===== config.mk =====
export PLATFORM = sky130hd
export DESIGN_NAME = dec_sel_arbiter_8_flat
export DESIGN_NICKNAME = d
export VERILOG_FILES = /design/src/rtl/dec_sel_arbiter_8_if.sv /design/src/rtl/dec_sel_arbiter_8.sv /design/src/flat_wrapper.sv
export SDC_FILE = /design/constraint.sdc
export NUM_CORES = 1
export LEC_CHECK = 0
export BUFFER_PORTS_ARGS = -buffer_cell sky130_fd_sc_hd__buf_4
export CORE_MARGIN = 2
export CORE_UTILIZATION = 54
export DETAILED_ROUTE_END_ITERATION = 8
export GPL_TIMING_DRIVEN = 0
export PLACE_DENSITY = 0.78
export SYNTH_ARGS = -nofsm -noshare
export SYNTH_HDL_FRONTEND = slang
export SYNTH_SLANG_ARGS = --single-unit

===== constraint.sdc =====
create_clock -name clk -period 2.5 [get_ports clk]
set_input_delay 0 -clock clk [delete_from_list [all_inputs] [get_ports clk]]
set_output_delay 0 -clock clk [all_outputs]
set_load 0.01 [all_outputs]

===== src/rtl/dec_sel_arbiter_8_if.sv =====
// Bus between eight requesters and the shared 3-to-8 decoder arbiter.
// Requesters (master) drive req/done; the arbiter (slave) drives the decoder controls.
interface dec_sel_arbiter_8_if;
    logic [7:0] req;
    logic       done;
    logic [2:0] sel;
    logic       sel_en;
    logic       busy;
    logic       timeout;

    modport master (
        output req,
        output done,
        input  sel,
        input  sel_en,
        input  busy,
        input  timeout
    );

    modport slave (
        input  req,
        input  done,
        output sel,
        output sel_en,
        output busy,
        output timeout
    );
endinterface


===== src/rtl/dec_sel_arbiter_8.sv =====
// Round-robin arbiter driving a shared 3-to-8 decoder's address and enable from flops,
// holding each grant until release or timeout and inserting a one-cycle dead gap.
module dec_sel_arbiter_8 #(
    parameter int unsigned HOLD_W   = 8,
    parameter int unsigned MAX_HOLD = 16
) (
    input logic                 clk,
    input logic                 rst,
    dec_sel_arbiter_8_if.slave  bus
);

    typedef enum logic [1:0] {StIdle, StGrant, StGap} state_e;

    localparam logic [HOLD_W-1:0] HoldLast = HOLD_W'((MAX_HOLD == 0) ? 0 : MAX_HOLD - 1);

    state_e            state;
    logic [2:0]        ptr;
    logic [HOLD_W-1:0] hold_cnt;
    logic [2:0]        winner;
    logic              owner_release;
    logic              timeout_hit;

    // Scan from the far end so the requester closest to ptr is the last (winning) assignment.
    always_comb begin
        winner = ptr;
        for (int k = 7; k >= 0; k--) begin
            if (bus.req[ptr + 3'(k)]) begin
                winner = ptr + 3'(k);
            end
        end
    end

    assign owner_release = bus.done || !bus.req[bus.sel];
    assign timeout_hit   = (MAX_HOLD != 0) && (hold_cnt == HoldLast);

    always_ff @(posedge clk or posedge rst) begin
        if (rst) begin
            state       <= StIdle;
            ptr         <= 3'd0;
            hold_cnt    <= '0;
            bus.sel     <= 3'd0;
            bus.sel_en  <= 1'b0;
            bus.busy    <= 1'b0;
            bus.timeout <= 1'b0;
        end else begin
            bus.timeout <= 1'b0;
            unique case (state)
                StIdle, StGap: begin
                    if (|bus.req) begin
                        bus.sel    <= winner;
                        bus.sel_en <= 1'b1;
                        bus.busy   <= 1'b1;
                        hold_cnt   <= '0;
                        state      <= StGrant;
                    end else begin
                        bus.busy <= 1'b0;
                        state    <= StIdle;
                    end
                end
                StGrant: begin
                    if (owner_release || timeout_hit) begin
                        bus.sel_en  <= 1'b0;
                        ptr         <= bus.sel + 3'd1;
                        // A coincident owner release takes precedence over the timeout flag.
                        bus.timeout <= timeout_hit && !owner_release;
                        state       <= StGap;
                    end else if (hold_cnt != '1) begin
                        hold_cnt <= hold_cnt + 1'b1;
                    end
                end
                default: begin
                    bus.sel_en <= 1'b0;
                    bus.busy   <= 1'b0;
                    state      <= StIdle;
                end
            endcase
        end
    end

endmodule


===== src/flat_wrapper.sv =====
// flat-port wrapper written by rule: the top's interface ports become plain ports
module dec_sel_arbiter_8_flat 
#(
    parameter int unsigned HOLD_W   = 8,
    parameter int unsigned MAX_HOLD = 16
)
  (clk, rst, bus_req, bus_done, bus_sel, bus_sel_en, bus_busy, bus_timeout);
  dec_sel_arbiter_8_if bus_i ();
  input logic clk;
  input logic rst;
  input wire logic [$bits(bus_i.req)-1:0] bus_req;
  input wire logic [$bits(bus_i.done)-1:0] bus_done;
  output wire logic [$bits(bus_i.sel)-1:0] bus_sel;
  output wire logic [$bits(bus_i.sel_en)-1:0] bus_sel_en;
  output wire logic [$bits(bus_i.busy)-1:0] bus_busy;
  output wire logic [$bits(bus_i.timeout)-1:0] bus_timeout;
  assign bus_i.req = bus_req;
  assign bus_i.done = bus_done;
  assign bus_sel = bus_i.sel;
  assign bus_sel_en = bus_i.sel_en;
  assign bus_busy = bus_i.busy;
  assign bus_timeout = bus_i.timeout;
  dec_sel_arbiter_8 #(.HOLD_W(HOLD_W), .MAX_HOLD(MAX_HOLD)) u_core (.clk(clk), .rst(rst), .bus(bus_i));
endmodule

==> impl_metrics.yaml <==
outcome:
  status: "complete, but fails checks"
  violations: "negative setup slack"
critical_path:
  cp.arrival_ns: 2.72
  rrSetupSlack_ns: -0.001
  endpoint_kind: "flop"
  reg2reg_from: "u_core.ptr[0]"
  worst-path-max-fanout: 7
  critPathKind: "reg2reg"
  r2r_end: "u_core.bus.sel[2]"
  worstPathRequired_ns: 2.72
  critical_path.startpoint_type: "flop"
  worst_r2r_path_depth: 11
sta:
  final_skew_ns: 0.00563
  worst-slew-pin-transition_ns: 0.708
  final-setup-viol-count: 1
  final.period_utilization: 1.00
  grt_setup_unrepaired: "true"
  final.min_clock_period_ns: 2.50
  slew_viol_final: 0
  relSlewSlack: 0.527
  fmax_ghz: 0.400
  fin_tns_setup_ns: -0.00142
  final_critical_path_setup_slack_ns: -0.00142
  finalHoldViolations: 0
grt:
  largest_net_degree_at_the_start_of_global_routing: 20
  total_overflow_reported_by_the_global_router: 0
  grt_usage: 0.258
  grt_pass1_vias: 1622
  antenna_found_initial: 0
  grt_pass1_wl_mm: 7.96
routing:
  ant_nets: 0
  num_vias: 1725
  drt-initial-drc-count: 179
  routed_wire_length_per_instance_um: 18.2
  firstDrtPassIters: 4
  drc_errors: 0
  post_drt_via_cell_ratio: 6.44
  wl_mm: 4.87
floorplanning:
  placementRows: 21
  boundaryPins: 17
  initial_utilization: 0.558
  die_w_um: 62.2
  core_um2: 3280
  dieHeight_um: 62.2
  die-area_um2: 3870
synthesis:
  synthesis.area_per_instance_um2: 9.69
  number_of_synthesized_register_bits: 19
  synthesis.yosys.warnings: 0
  yosys-top-cells-count: "sky130_fd_sc_hd__dfrtp_1 (19), sky130_fd_sc_hd__nand2_1 (19), sky130_fd_sc_hd__nor2_1 (18), sky130_fd_sc_hd__mux4_2 (14), sky130_fd_sc_hd__a21oi_1 (11)"
  synth-edff-count: 0
  syn-instance-count: 189
  distinct_cell_type_count_after_synthesis: 49
  synth-main-ff-cell: "sky130_fd_sc_hd__dfrtp_1"
  synth_async_sr_flop_share: 1.00
  synth_seq_area_share: 0.260
  synthTopCellsByArea: "sky130_fd_sc_hd__dfrtp_1 (26%), sky130_fd_sc_hd__mux4_2 (17%), sky130_fd_sc_hd__nand2_1 (3.9%)"
  synth_top_area_share: 0.260
  synth.cell_area_um2: 1830
  postSynthNetCount: 204
  synth_top_cell_by_area: "sky130_fd_sc_hd__dfrtp_1"
clock_network:
  tritoncts: "built"
  tritoncts.num_buffers: 3
  cts-root-to-sink-buffers: 2
  clock-sinks: 19
  clkTransAtPathRegs_ns: 0.11
  insertion_delay_ns: 0.29
  ctsRootBufferMaster: "sky130_fd_sc_hd__clkbuf_4"
  clock_tree.htree_level_count: 1
placed_design:
  place.gp.congestion: 0.852
  place_hpwl_mm: 3.34
  io_buffers: 16
  dpl.cell_count: 251
hold_path:
  hold-path-cell-count: 4
  hold_path_end: "u_core.bus.busy"
  worstHoldStart: "bus_req[7]"
  worst_hold_path_type: "in2reg"
power:
  static-leakage-power_nw: 0.937
  p_int_mw: 1.82
  power.density_cell_area_nw_per_um2: 1540
  seq_power_share: 0.141
  power_frac_comb: 0.815
  clkPwrFrac: 0.043
  switching_share: 0.479
  p_switching_mw: 1.68
  worst_ir_drop_vdd_uv: 832
cells_and_area:
  antenna-diode-count: 0
  area_growth_pct: 24.1
  nNetsFinal: 238
  finalNonFillerCells: 268
  drive_above_1_share: 0.356
job:
  max_cap_viol_count: 0
[flip-flops by register name, summed over array words and instances, names as in the netlist]
name and count:
u_core.ptr 3, u_core.hold_cnt 8, u_core.bus.busy 1, u_core.bus.sel_en 1, u_core.state 2, u_core.bus.sel 3
u_core.bus.timeout 1
[cells in the final DEF (no fill, tap or decap), types with 7 or more instances in the layout]
master / instances
sky130_fd_sc_hd__a21oi_1: 11
sky130_fd_sc_hd__buf_4: 28
sky130_fd_sc_hd__dfrtp_1: 19
sky130_fd_sc_hd__mux4_2: 16
sky130_fd_sc_hd__nand2_1: 19
sky130_fd_sc_hd__nor2_1: 18
sky130_fd_sc_hd__o21ai_0: 7
sky130_fd_sc_hd__xor2_1: 7
[per-layer routing]
layer	up-vias	global-route usage	share of wire	wire (um)
met1	853	0.348	0.43	2070
met5	-	0	0	0
li1	799	-	-	-
met2	65	0.438	0.50	2450
met4	0	0.0750	0.015	74
met3	8	0.0362	0.055	268
[how the worst max path moves through the flow]
stage	from	depth (start not counted)	slack, ns	to
3_5_place_dp	u_core.ptr[1]	10	-0.30	u_core.bus.sel[1]
3_3_place_gp	u_core.ptr[1]	10	-0.24	u_core.bus.sel[1]
6_report	u_core.ptr[0]	11	-0.001	u_core.bus.sel[2]
4_1_cts	u_core.ptr[0]	9	-0.02	u_core.bus.sel[1]
2_1_floorplan	u_core.ptr[1]	11	0.00003	u_core.bus.sel[1]
5_1_grt	u_core.ptr[0]	11	-0.09	u_core.bus.sel[1]
[kinds of logic after synthesis]
group	Yosys count	share of synthesized area
and+or+nand+nor	65	0.166
xor gates and xnor gates	10	0.0478
AOI/OAI and AO/OA	47	0.180
DFF	19	0.260
buffers and inverters	16	0.0451
adders and majority gates	4	0.0273
muxes	28	0.275
[layout make-up]
class / instances / area (um^2)
plain buffers: 8 / 73.8
clock buffers: 3 / 22.5
clock inverters: 1 / 5.00
fillers: 266 / 1010
inverters: 7 / 33.8
multi-input cells: 154 / 1380
flip-flops and latches: 19 / 475
well taps: 46 / 57.6
repair buffers: 30 / 230
[worst max-delay path, stage by stage (launching register included)]
cell                       delay [ns]
sky130_fd_sc_hd__dfrtp_1         0.41
sky130_fd_sc_hd__buf_6           0.13
sky130_fd_sc_hd__buf_12          0.12
sky130_fd_sc_hd__inv_6           0.05
sky130_fd_sc_hd__ha_4            0.21
sky130_fd_sc_hd__buf_8           0.13
sky130_fd_sc_hd__mux4_2          0.40
sky130_fd_sc_hd__buf_4           0.19
sky130_fd_sc_hd__a221oi_2        0.22
sky130_fd_sc_hd__a31oi_1         0.08
sky130_fd_sc_hd__a221o_1         0.34
sky130_fd_sc_hd__a21oi_1         0.14
[what timing repair did]
| action | CTS | global route |
|---|---|---|
| endpoints found under the hold margin | 20 | 0 |
| setup buffers | 9 | 3 |
| gates resized for setup | 9 | 15 |
| hold buffers | 2 | 0 |
| cloned | 0 | 0 |
| setup endpoints to repair | 3 | 3 |
| pin swaps | 4 | 5 |
[per-stage QoR]
step / hold WS [ns] / area (um^2) / setup WS [ns] / util / power [mW]
after floorplan: -0.0489 / 1860 / 0.0000349 / - / 2.34
after global placement: 0.137 / 2040 / -0.245 / 0.621 / 2.76
after detailed placement: 0.155 / 2040 / -0.302 / 0.621 / 2.84
after CTS: 0.248 / 2180 / -0.0231 / 0.664 / 3.21
after global routing: 0.291 / 2270 / -0.0921 / 0.692 / 3.75
final: 0.275 / 2270 / -0.00142 / 0.692 / 3.50
[power groups by stage]
| stage | clock (mW) | combinational (mW) | sequential, mW |
|---|---|---|---|
| finish | 0.152 | 2.85 | 0.495 |
| CTS | 0.156 | 2.56 | 0.491 |
| floorplan | 0 | 1.85 | 0.497 |
| global route | 0.173 | 3.07 | 0.507 |
| detailed placement | 0 | 2.34 | 0.499 |
| global placement | 0 | 2.27 | 0.496 |
(Power assumes the default switching activity.)
